### config.mk
export PLATFORM = sky130hd
export DESIGN_NAME = passcode_lock_ctrl
export DESIGN_NICKNAME = d
export VERILOG_FILES = /design/src/rtl/passcode_lock_ctrl.sv
export SDC_FILE = /design/constraint.sdc
export NUM_CORES = 1
export LEC_CHECK = 0
export ABC_AREA = 0
export ABC_CLOCK_PERIOD_IN_PS = 4970
export CAP_MARGIN = 25
export CORE_UTILIZATION = 48
export DETAILED_ROUTE_END_ITERATION = 8
export MAX_ROUTING_LAYER = met4
export PLACE_DENSITY = 0.74
export SLEW_MARGIN = 20
export SYNTH_ARGS = -nofsm -noshare
export SYNTH_HDL_FRONTEND = slang
export SYNTH_SLANG_ARGS = --single-unit
### constraint.sdc
create_clock -name clk -period 4.97 [get_ports clk]
set_input_delay 1.491 -clock clk [delete_from_list [all_inputs] [get_ports clk]]
set_output_delay 1.491 -clock clk [all_outputs]
set_load 0.1 [all_outputs]
### src/rtl/passcode_lock_ctrl.sv
// Passcode entry/lock controller: digit entry, retry limit with timed lockout, in-field code change.
// Optional `PASSCODE_MASK_EN` shows captured entry digits as underscores instead of hex.
module passcode_lock_ctrl #(
    parameter int                       DIGITS         = 4,
    parameter int                       DIGIT_W        = 4,
    parameter logic [DIGITS*DIGIT_W-1:0] DEFAULT_CODE  = 16'h1234,
    parameter int                       MAX_TRIES      = 3,
    parameter int                       LOCKOUT_CYCLES = 50_000_000
) (
    input  logic                  clk,
    input  logic                  reset,
    input  logic [DIGIT_W-1:0]    switch,
    input  logic                  enter,
    input  logic                  clear,
    input  logic                  change,
    output logic [7*DIGITS-1:0]   ssd,
    output logic [7:0]            led
);
    localparam int CW    = DIGITS * DIGIT_W;
    localparam int IDX_W = $clog2(DIGITS + 1);
    localparam int TMR_W = $clog2(LOCKOUT_CYCLES + 1);

    localparam logic [6:0] SEG_DASH  = 7'b0111111;
    localparam logic [6:0] SEG_BLANK = 7'b1111111;
    localparam logic [6:0] SEG_ZERO  = 7'b1000000;

    typedef enum logic [2:0] {
        S_LOCKED, S_CHECK, S_FAIL, S_LOCKOUT, S_OPEN, S_NEW, S_CONFIRM
    } state_t;

    state_t             state_q;
    logic [CW-1:0]      entry_q, pend_q, code_q;
    logic [IDX_W-1:0]   idx_q;
    logic [3:0]         tries_q;
    logic [TMR_W-1:0]   timer_q;
    logic [2:0]         btn_q;
    logic [7*DIGITS-1:0] ssd_q, ssd_d;
    logic [7:0]         led_q, led_d;
    logic [CW-1:0]      entry_cap;

    logic [2:0] rise;
    logic       clr_act, chg_act, ent_act, full;

    assign rise    = {clear, change, enter} & ~btn_q;
    assign clr_act = rise[2];
    assign chg_act = rise[1] & ~rise[2];
    assign ent_act = rise[0] & ~rise[1] & ~rise[2];
    assign full    = (idx_q == IDX_W'(DIGITS));

`ifndef PASSCODE_MASK_EN
    function automatic logic [6:0] hex7(input logic [3:0] v);
        case (v)
            4'h0: hex7 = 7'h40;  4'h1: hex7 = 7'h79;  4'h2: hex7 = 7'h24;  4'h3: hex7 = 7'h30;
            4'h4: hex7 = 7'h19;  4'h5: hex7 = 7'h12;  4'h6: hex7 = 7'h02;  4'h7: hex7 = 7'h78;
            4'h8: hex7 = 7'h00;  4'h9: hex7 = 7'h10;  4'hA: hex7 = 7'h08;  4'hB: hex7 = 7'h03;
            4'hC: hex7 = 7'h46;  4'hD: hex7 = 7'h21;  4'hE: hex7 = 7'h06;  default: hex7 = 7'h0E;
        endcase
    endfunction
`endif

    // Per-position capture mux and display decode; digit DIGITS-1 is filled first.
    for (genvar gi = 0; gi < DIGITS; gi++) begin : g_digit
        logic [6:0] ent_seg;
        logic       captured;

        assign entry_cap[gi*DIGIT_W +: DIGIT_W] = (idx_q == IDX_W'(DIGITS-1-gi)) ?
                                                  switch : entry_q[gi*DIGIT_W +: DIGIT_W];
        assign captured = (int'(idx_q) > DIGITS-1-gi);
`ifdef PASSCODE_MASK_EN
        assign ent_seg = 7'b1110111;
`else
        assign ent_seg = hex7(4'(entry_q[gi*DIGIT_W +: DIGIT_W]));
`endif
        assign ssd_d[gi*7 +: 7] = (state_q == S_OPEN)    ? SEG_ZERO  :
                                  (state_q == S_FAIL)    ? SEG_DASH  :
                                  (state_q == S_LOCKOUT) ? SEG_BLANK :
                                  (state_q == S_CHECK || captured) ? ent_seg : SEG_DASH;
    end

    assign led_d = {tries_q,
                    (state_q == S_NEW) || (state_q == S_CONFIRM),
                    state_q == S_LOCKOUT,
                    state_q == S_FAIL,
                    state_q == S_OPEN};

    assign ssd = ssd_q;
    assign led = led_q;

    // A full buffer is acted on one cycle after the final capture, ahead of any button.
    always_ff @(posedge clk or negedge reset) begin
        if (!reset) begin
            state_q <= S_LOCKED;
            entry_q <= '0;
            pend_q  <= '0;
            code_q  <= DEFAULT_CODE;
            idx_q   <= '0;
            tries_q <= 4'(MAX_TRIES);
            timer_q <= '0;
            btn_q   <= 3'b111;
            ssd_q   <= {DIGITS{SEG_DASH}};
            led_q   <= {4'(MAX_TRIES), 4'b0000};
        end else begin
            btn_q <= {clear, change, enter};
            ssd_q <= ssd_d;
            led_q <= led_d;
            case (state_q)
                S_LOCKED: begin
                    if (full) begin
                        state_q <= S_CHECK;
                        idx_q   <= '0;
                    end else if (clr_act) begin
                        entry_q <= '0;
                        idx_q   <= '0;
                    end else if (ent_act) begin
                        entry_q <= entry_cap;
                        idx_q   <= idx_q + IDX_W'(1);
                    end
                end
                S_CHECK: begin
                    entry_q <= '0;
                    idx_q   <= '0;
                    if (entry_q == code_q) begin
                        state_q <= S_OPEN;
                        tries_q <= 4'(MAX_TRIES);
                    end else if (tries_q > 4'd1) begin
                        state_q <= S_FAIL;
                        tries_q <= tries_q - 4'd1;
                    end else begin
                        state_q <= S_LOCKOUT;
                        tries_q <= 4'd0;
                        timer_q <= TMR_W'(LOCKOUT_CYCLES);
                    end
                end
                S_FAIL: begin
                    if (clr_act || ent_act) begin
                        state_q <= S_LOCKED;
                        entry_q <= '0;
                        idx_q   <= '0;
                    end
                end
                S_LOCKOUT: begin
                    if (timer_q == TMR_W'(1)) begin
                        state_q <= S_LOCKED;
                        tries_q <= 4'(MAX_TRIES);
                        entry_q <= '0;
                        idx_q   <= '0;
                    end else begin
                        timer_q <= timer_q - TMR_W'(1);
                    end
                end
                S_OPEN: begin
                    if (chg_act) begin
                        state_q <= S_NEW;
                        entry_q <= '0;
                        idx_q   <= '0;
                    end else if (ent_act) begin
                        state_q <= S_LOCKED;
                        entry_q <= '0;
                        idx_q   <= '0;
                    end
                end
                S_NEW, S_CONFIRM: begin
                    if (full) begin
                        if (state_q == S_NEW) begin
                            pend_q  <= entry_q;
                            state_q <= S_CONFIRM;
                        end else begin
                            if (entry_q == pend_q) code_q <= pend_q;
                            state_q <= S_OPEN;
                        end
                        entry_q <= '0;
                        idx_q   <= '0;
                    end else if (clr_act) begin
                        state_q <= S_OPEN;
                        entry_q <= '0;
                        idx_q   <= '0;
                    end else if (ent_act) begin
                        entry_q <= entry_cap;
                        idx_q   <= idx_q + IDX_W'(1);
                    end
                end
                default: state_q <= S_LOCKED;
            endcase
        end
    end
endmodule

==> results of run 1 <==
[cell usage after synthesis, types with 15 or more instances]
cell type,number,area (sq um)
dfrtp_1,87,2177
a21oi_1,72,360.4
clkbuf_1,43,161.4
nand2_1,42,157.7
o21ai_0,42,210.2
dfstp_2,36,945.9
mux2_2,36,405.4
nor2_1,35,131.4
ha_1,33,412.9
inv_1,30,112.6
xor2_1,20,175.2
a31oi_1,19,118.9
nor4_1,18,112.6
or4_1,18,135.1
o211ai_1,17,127.6
nor3_1,16,80.08
or3_1,16,100.1
nand3_1,15,75.07
xnor2_1,15,131.4
[cell type report]
class | instances | area, sq um | area share, %
clock buffers | 27 | 543.0 | 6.484
clock inverters | 5 | 150.1 | 1.793
inverters | 32 | 120.1 | 1.434
multi-input cells | 539 | 3740 | 44.66
flip-flops and latches | 123 | 3123 | 37.29
well taps | 184 | 230.2 | 2.749
repair buffers | 48 | 467.9 | 5.588
[sequential cells by signal (all words and copies together), names as in the netlist]
signal   count
tries_q      4
state_q      3
btn_q        3
pend_q      16
led          8
ssd         28
entry_q     16
idx_q        3
code_q      16
timer_q     26
[stage by stage]
stage / hold slack, ns / worst slack, ns / instance area (sq um) / instances
global route: 0.3839 / 1.367 / 8374 / 958
detailed placement: 0.3710 / 1.236 / 7674 / 925
finish: 0.3799 / 1.399 / 8374 / 958
CTS: 0.3792 / 1.379 / 8367 / 957
global placement: 0.3662 / 1.342 / 7674 / 925
floorplan: 0.3609 / 2.050 / 7237 / 752
[routing by layer]
metal	vias up	track usage, %	part of all wire [%]
li1	2789	-	-
met1	2950	30.73	43
met2	211	39.13	48
met3	40	4.510	6.0
met4	0	10.53	2.3
met5	-	-	0
[power groups by stage]
stage                     Clock, uW  Combinational (uW)  Sequential, uW
after floorplan                   0                1060            2500
after global placement            0                2380            1660
after detailed placement          0                2420            1680
after CTS                      1450                2440            1670
after global routing           1490                2610            1720
final                          1430                2450            1670
[cells by family (layout without fill, tap and decap cells)]
kind of cell | Yosys count | after routing | synth area share (%)
flip-flops | 123 | 123 | 43.15
XOR/XNOR | 35 | 35 | 4.236
AO/OA/AOI/OAI | 213 | 213 | 18.26
multiplexers | 41 | 41 | 6.639
buffers and inverters | 90 | 112 | 5.239
AND/OR/NAND/NOR | 217 | 217 | 16.77
adder cells (fa/ha/maj) | 33 | 33 | 5.705
[worst paths after layout]
check	start	to	slack, ns	cells after the start
min	tries_q[1]	led[5]	0.38	0
min reg2reg	tries_q[1]	led[5]	0.38	0
min in group asynchronous	reset	timer_q[22]	1.18	1
max reg2reg	state_q[1]	timer_q[9]	1.61	7
max	ssd[15]	ssd[15]	1.40	1
max in group asynchronous	reset	ssd[22]	2.80	2
==> key figures, run 1 <==
Status
  • Status: finished, violations left
  • Failing checks: DRC

STA
  • Slew Limit Headroom: 34.63%
  • Layout Skew: 0.01054 ns
  • Final Hold Fails: 0
  • Tcrit/Tclk final: 71.86%
  • Endpoints failing setup: 0
  • Slew Limit Fails: 0
  • Fmax: 280.0 MHz
  • Final min period: 3.571 ns
  • RSZ-0062 raised after global routing: false
  • Setup_tns: 0 ns
  • Worst-margin pin slew: 0.9774 ns

Critical path
  • CP delay by family, top: buffers and inverters
  • Critical path class: reg -> out
  • CP Buf/Inv Count: 1
  • Max incr delay on CP: 1.13 ns
  • Max FO, Critical Path: 1
  • Worst Path Required: 3.48 ns
  • Crit-path cells: clkdlybuf4s50_1
  • Worst Path Arrival: 2.08 ns
  • Setup crit start kind: register
  • Crit end category: output port
  • Crit path max-delay cell type: clkdlybuf4s50_1

Yosys
  • YS warnings: 0
  • Synth Cell Area: 7237 sq um
  • Post-synth EDFFs: 0
  • Gate Count Post-Synth: 752
  • #FFs+latches synth: 123
  • Yosys cell types: 67
  • Syn avg cell area: 9.624 sq um
  • Asr flop ratio synth: 100.0%
  • Syn nets: 794
  • Post-synthesis sequential area ratio: 43.15%
  • Top_reg_cell synth: dfrtp_1

Cells and area
  • Post-layout util: 57.19%
  • Nets: 803
  • Area growth, synth to finish: 15.72%
  • N_diodes: 0
  • Layout cells sized above 1: 15.63%
  • Commonest cells after routing, fill and taps aside: dfrtp_1, a21oi_1, clkdlybuf4s50_1
  • Commonest non-fill, non-tap cell in the layout: dfrtp_1
  • Filler cell count: 1213

GRT
  • Largest net degree at the start of global routing: 70
  • Initial antenna violation count: 0
  • First-pass GRT wire length: 29370 um
  • Aggregate global-route resource usage: 24.57%
  • GRT overflow: 0
  • Vias in the first global route: 5843

CTS
  • Hold buffer count at CTS: 0
  • CTS tree: yes
  • Post-CTS setup buffer count: 0
  • CTS sink count: 123
  • CTS Buf Count: 17
  • CTS Buffer Depth: 2
  • Latest clock arrival within the worst-skew pair: 0.43 ns
  • Cts repair resizes: 0
  • Clk pin slew, worst setup/hold paths: 0.05 ns
  • H-tree depth: 4
  • Clk root buf: clkbuf_16

Pwr
  • Register share of total power: 30.1%
  • Net Sw Power: 2502 uW
  • Switch share: 45.05%
  • Combinational Power Share: 44.2%
  • Static leakage: 0.003388 uW
  • Worst vdd ir: 0.0003127 V
  • Clock network fraction of total power: 25.7%
  • Pwr dens: 663.2 nW/um^2
  • Final Total Pwr: 5553 uW
  • Cell Int Power: 3051 uW

Job
  • MaxCap Viol Count: 0

Placement
  • Routability Congestion: 0.9126
  • Post-DP HPWL: 11890 um
  • Port buffer count: 44

Floorplanning
  • Die ar.: 15570 sq um
  • Die Height: 124.8 um
  • Floorplan die width: 124.8 um
  • Area of the core: 14640 sq um
  • I/O Pins: 45
  • Initial core utilization: 49.42%
  • Rows: 44

Routing
  • Drt first pass iters: 7
  • Routed wire per std cell: 18.28 um
  • Vias per cell: 6.253
  • Drc violations: 7
  • Final WL: 17510 um
  • Routed vias: 5990
  • Final ANT Viol Nets: 0
  • 1st-iter DRT viols: 566

Worst hold path
  • Hold WC Path Type: reg -> reg
(Power assumes the default switching activity.)
==> run 2: changes to the inputs <==
--- a/config.mk
+++ b/config.mk
@@ -6,7 +6,7 @@
 export NUM_CORES = 1
 export LEC_CHECK = 0
 export ABC_AREA = 0
-export ABC_CLOCK_PERIOD_IN_PS = 4970
+export ABC_CLOCK_PERIOD_IN_PS = 3600
 export CAP_MARGIN = 25
 export CORE_UTILIZATION = 48
 export DETAILED_ROUTE_END_ITERATION = 8
==> constraint.sdc (replaced) <==
create_clock -name clk -period 3.6 [get_ports clk]
set_input_delay 1.08 -clock clk [delete_from_list [all_inputs] [get_ports clk]]
set_output_delay 1.08 -clock clk [all_outputs]
set_load 0.1 [all_outputs]
==> key figures, run 2 (synthesis gave the netlist of run 1 again) <==
Status
  • Status: finished, violations left (unchanged)
  • Failing checks: DRC (unchanged)

STA
  • Worst hold slack: 0.3745 ns (was 0.3799 ns)
  • RSZ-0062 raised after global routing: false (unchanged)
  • Worst-margin pin slew: 1.011 ns (was 0.9774 ns)
  • Layout Skew: 0.008135 ns (was 0.01054 ns)
  • Setup_tns: 0 ns (unchanged)
  • Tcrit/Tclk final: 85.40%
  • Final Hold Fails: 0 (unchanged)
  • Slew Limit Headroom: 32.37% (was 34.63%)
  • Slew Limit Fails: 0 (unchanged)
  • Endpoints failing setup: 0 (unchanged)
  • Final min period: 3.074 ns
  • Fmax: 325.3 MHz

Worst hold path
  • HP Start: tries_q[1] (unchanged)
  • Hold WC Path Type: reg -> reg (unchanged)

Placement
  • Post-DP HPWL: 12050 um (was 11890 um)
  • Routability Congestion: 0.8706 (was 0.9126)
  • Placed cell areas: 7670 sq um (was 7674 sq um)
  • Cells after DPL: 934 (was 925)
  • Port buffer count: 44 (unchanged)

Critical path
  • Max incr delay on CP: 0.82 ns (was 1.13 ns)
  • Crit end category: register (was output port)
  • CP startpoint: entry_q[10] (was ssd[15])
  • Worst Path Required: 3.90 ns (was 3.48 ns)
  • Crit-path cells: xor2_1 -> nor4_1 -> nand4_1 -> and2_1 -> or3b_1 (was clkdlybuf4s50_1)
  • Setup crit start kind: register (unchanged)
  • Worst Path Arrival: 3.37 ns (was 2.08 ns)
  • Max FO, Critical Path: 17 (was 1)
  • CP delay by family, top: simple AND/OR/NAND/NOR gates (was buffers and inverters)
  • Critical path class: reg -> reg (was reg -> out)
  • RR Startpoint: entry_q[10] (was state_q[1])
  • Crit path max-delay cell type: dfrtp_1 (was clkdlybuf4s50_1)
  • CP Buf/Inv Count: 0 (was 1)

Floorplanning
  • Die ar.: 15570 sq um (unchanged)
  • I/O Pins: 45 (unchanged)
  • Floorplan die width: 124.8 um (unchanged)
  • Rows: 44 (unchanged)
  • Initial core utilization: 49.42% (unchanged)
  • Die Height: 124.8 um (unchanged)
  • Area of the core: 14640 sq um (unchanged)

Routing
  • Final WL: 17600 um (was 17510 um)
  • 1st-iter DRT viols: 484 (was 566)
  • Routed vias: 5975 (was 5990)
  • Drc violations: 6 (was 7)
  • Drt first pass iters: 7 (unchanged)
  • Final ANT Viol Nets: 0 (unchanged)
  • Routed wire per std cell: 18.21 um (was 18.28 um)
  • Vias per cell: 6.185 (was 6.253)

CTS
  • H-tree depth: 4 (unchanged)
  • CTS tree: yes (unchanged)
  • CTS sink count: 123 (unchanged)
  • CTS Buffer Depth: 2 (unchanged)
  • CTS Buf Count: 17 (unchanged)
  • Hold buffer count at CTS: 0 (unchanged)
  • Clk pin slew, worst setup/hold paths: 0.05 ns (about the same)
  • Clk root buf: clkbuf_16 (unchanged)
  • Cts repair resizes: 0 (unchanged)
  • Latest clock arrival within the worst-skew pair: 0.43 ns (about the same)
  • Post-CTS setup buffer count: 0 (unchanged)

GRT
  • First-pass GRT wire length: 29220 um (was 29370 um)
  • Vias in the first global route: 5765 (was 5843)
  • GRT overflow: 0 (unchanged)
  • Largest net degree at the start of global routing: 71 (was 70)
  • Aggregate global-route resource usage: 24.33% (was 24.57%)
  • Initial antenna violation count: 0 (unchanged)

Pwr
  • Static leakage: 0.003388 uW (about the same)
  • Worst vdd ir: 0.0004328 V (was 0.0003127 V)
  • Pwr dens: 887.9 nW/um^2 (was 663.2 nW/um^2)

Cells and area
  • N_diodes: 0 (unchanged)
  • Commonest non-fill, non-tap cell in the layout: dfrtp_1 (unchanged)
  • Commonest cells after routing, fill and taps aside: dfrtp_1, a21oi_1, buf_4 (was dfrtp_1, a21oi_1, clkdlybuf4s50_1)
  • Area growth, synth to finish: 13.57% (was 15.72%)
  • Non-filler instance count after layout: 966 (was 958)
  • Max reg flops: 28 (unchanged)
  • Final instance area: 8219 sq um (was 8374 sq um)
  • Nets: 811 (was 803)
  • Layout cells sized above 1: 20.20% (was 15.63%)

Job
  • MaxCap Viol Count: 0 (unchanged)
## run 2: changes by cell type in the layout (fill, tap and decap cells not counted), sizes merged
cell           previous run  this run
buf                       5        49
clkdlybuf4s50            43         7
bufinv                    5         1
clkinv                    2         3
clkbuf                   27        30
## run 2: where the power goes
| group | total (uW) | internal, uW | leakage (uW) | switching, uW |
|---|---|---|---|---|
| Sequential | 2240 | 1870 | 0.00150 | 368 |
| Combinational | 3460 | 929 | 0.00162 | 2530 |
| Clock | 1600 | 1020 | 0.000267 | 576 |
| Total | 7300 | 3820 | 0.00339 | 3470 |
## run 2: per-stage QoR
stage          worst slack (ns)  power [uW]  util [%]
2_1_floorplan             1.091        4917         -
3_3_place_gp             0.5488        5580     52.38
3_5_place_dp             0.4313        5681     52.38
4_1_cts                  0.6527        7303     56.13
5_1_grt                  0.4076        7648     56.13
6_report                 0.5257        7298     56.13
## run 2: final timing paths
check | end | cells after the start | slack [ns]
min reg2reg | led[5] | 0 | 0.37
max in group asynchronous | ssd[17] | 2 | 2.01
min in group asynchronous | timer_q[23] | 1 | 0.77
max reg2reg | timer_q[14] | 5 | 0.53
max | timer_q[14] | 5 | 0.53
min | led[5] | 0 | 0.37
## run 2: per-layer routing
metal	global-route usage [%]	vias up	part of all wire (%)
li1	-	2786	-
met1	30.82	2931	44
met2	37.38	210	47
met3	3.351	48	5.2
met4	14.23	0	3.7
met5	-	-	0
## run 2: area by class of cell
| type | count | area (sq um) |
|---|---|---|
| repair buffers | 56 | 450.4 |
| fillers | 1231 | 6425 |
| well taps | 184 | 230.2 |
| inverters | 32 | 120.1 |
| clock buffers | 30 | 514.2 |
| multi-input cells | 539 | 3746 |
| clock inverters | 2 | 35.03 |
| flip-flops and latches | 123 | 3123 |
## run 2: worst reg2reg max path, delay by kind of cell (launching register included)
kind,cells,cell delay [ns]
simple gates,4,1.99
xor+xnor,1,0.15
flops,1,0.82
==> edit: new RTL, flow settings as in run 2 <==
Register the inputs `switch`, `enter`, `clear` and `change` before use. The logic sees them one clock later.
--- a/src/rtl/passcode_lock_ctrl.sv
+++ b/src/rtl/passcode_lock_ctrl.sv
@@ -30,2 +30,14 @@
 
+    logic [DIGIT_W-1:0] switch_q;
+    logic enter_q;
+    logic clear_q;
+    logic change_q;
+
+    always_ff @(posedge clk) begin
+        switch_q <= switch;
+        enter_q  <= enter;
+        clear_q  <= clear;
+        change_q <= change;
+    end
+
     state_t             state_q;
@@ -43,3 +55,3 @@
 
-    assign rise    = {clear, change, enter} & ~btn_q;
+    assign rise    = {clear_q, change_q, enter_q} & ~btn_q;
     assign clr_act = rise[2];
@@ -66,3 +78,3 @@
         assign entry_cap[gi*DIGIT_W +: DIGIT_W] = (idx_q == IDX_W'(DIGITS-1-gi)) ?
-                                                  switch : entry_q[gi*DIGIT_W +: DIGIT_W];
+                                                  switch_q : entry_q[gi*DIGIT_W +: DIGIT_W];
         assign captured = (int'(idx_q) > DIGITS-1-gi);
@@ -102,3 +114,3 @@
         end else begin
-            btn_q <= {clear, change, enter};
+            btn_q <= {clear_q, change_q, enter_q};
             ssd_q <= ssd_d;
Check against the original RTL: not equivalent (a bounded check fails within 4 cycles, from zero or initial values and one cycle with reset low).
==> edit against run 2 <==
Power shrank 1.2%; via count shrank 19%; area after synthesis shrank 6.4%; non-clock buffer count shrank 5; wire length shrank 19%; critical endpoint is now state_q[0]$_DFFE_PN0P_; sequential cell count grew 7; sequential share of layout area grew 3.5 points; maximum frequency grew 17%; hold slack lost 0.067 ns; design area shrank 4.2%; critical path depth is the same; setup slack gained 0.45 ns; first-iteration DRC count shrank 15%.
==> edit: results (changes against run 2) <==
metric,value,unit,change
dpl_worst_slack,0.980,ns,+0.549 ns
skew,0.00862,ns,+0.000482 ns
drt-wirelength-per-cell,16.2,um,-11%
nFillCells,1162,,-5.6%
grt_max_degree,58,,-18%
critPathMaxFanout,20,,+3
layout-drive-gt1-share,23.0,%,+2.8 points
met1_length,6.34,mm,-18%
final_nets,726,,-10%
leakage,3.57,nW,+5.5%
grt_pass1_vias,4946,,-14%
syn-num-nets,692,,-13%
dpl_cell_area,0.00725,sq mm,-5.4%
place_congestion,0.917,,+5.3%
final_util,56.9,%,+0.80 points
viasPerCell,5.55,,-10%
yosysUniqueCellTypes,57,,-15%
status,"complete, no violations",,
synth-async-reset-ratio,94.6,%,-5.4 points
power.ir.vdd_worst,0.000804,V,+86%
clockBufferDepth,2,,unchanged
dr.first_iter.drc_count,410,,-15%
slew_headroom,46.9,%,+15 points
grt_usage,22.3,%,-2.0 points
drt_pass1_iterations,5,,-2
grt_pass1_wl,24.1,mm,-18%
dp_hpwl,9.80,mm,-19%
route.met3.wl,662,um,-28%
synthTopCellsByCount,"dfrtp_1 (87), nor2_1 (61), nand2_1 (45)",,
wl_met2,6.96,mm,-17%
cp.arrival,2.89,ns,-0.48 ns
antenna_found_initial,0,,unchanged
cts_max_level,4,,unchanged
synthTopCellsByArea,"dfrtp_1 (32%), dfstp_2 (14%), ha_1 (6.1%), mux2_2 (5.8%), xnor2_1 (3.6%)",,
==> edit: cell types whose count changed after synthesis, moves of 10 or more <==
cell | before | now
o211ai_1 | 17 | 4
o31ai_1 | 13 | 1
xnor2_1 | 15 | 28
a31oi_1 | 19 | 8
a21oi_1 | 72 | 37
clkbuf_1 | 43 | 28
or3_1 | 16 | 6
o22ai_1 | 10 | 0
or4_1 | 18 | 2
nor2_1 | 35 | 61
mux2i_1 | 3 | 19
==> edit: report_power, final <==
| part | internal [mW] | switching (mW) |
|---|---|---|
| clock network | 1.16 | 0.616 |
| logic | 0.793 | 2.32 |
| registers | 1.96 | 0.363 |
==> edit: worst paths after layout <==
kind                                         from                      to  slack [ns]  cells past startpoint
setup / recovery           entry_q[3]$_DFFE_PN0P_  state_q[0]$_DFFE_PN0P_        0.98                      5
hold / removal                    enter_q$_DFF_P_      btn_q[0]$_DFF_PN1_        0.31                      0
setup reg to reg           entry_q[3]$_DFFE_PN0P_  state_q[0]$_DFFE_PN0P_        0.98                      5
hold reg to reg                   enter_q$_DFF_P_      btn_q[0]$_DFF_PN1_        0.31                      0
max in group asynchronous                   reset       ssd[26]$_DFF_PN1_        2.05                      2
min in group asynchronous                   reset  state_q[2]$_DFFE_PN0P_        0.72                      1
==> edit: layout make-up <==
type	instances	area share, %
sequential	130	41.5
tap	180	2.86
inverter	27	1.29
timing repair buffer	51	5.09
clock inverter	8	1.59
multi-input combinational	457	41.5
clock buffer	24	6.25
==> edit: kinds of logic (layout without fill, tap and decap cells) <==
family	count (synthesis)	in the layout	synth area share, %
muxes	56	56	9.29
DFF	130	130	48.2
AOI/OAI and AO/OA	115	115	10.3
buffers and inverters	63	110	3.64
xor gates and xnor gates	52	52	6.73
adders and majority gates	34	34	6.25
and+or+nand+nor	200	200	15.6
==> edit: stage by stage <==
step	std cells	hold WS, ns
finish	877	0.307
floorplan	650	0.293
global placement	845	0.305
CTS	877	0.311
detailed placement	845	0.304
global route	877	0.315
==> edit: per-layer routing <==
layer | GRT usage, % | up-vias
met5 | - | -
met4 | 9.65 | 0
met3 | 5.33 | 21
met2 | 35.8 | 131
met1 | 26.9 | 2384
li1 | - | 2328
==> edit: worst max-delay path, cell delays in order, from the launching register on <==
cell,delay [ns]
dfrtp_1,0.72
xnor2_1,0.21
nand4_1,0.11
nor4_1,0.71
or4_1,0.53
a41oi_1,0.18
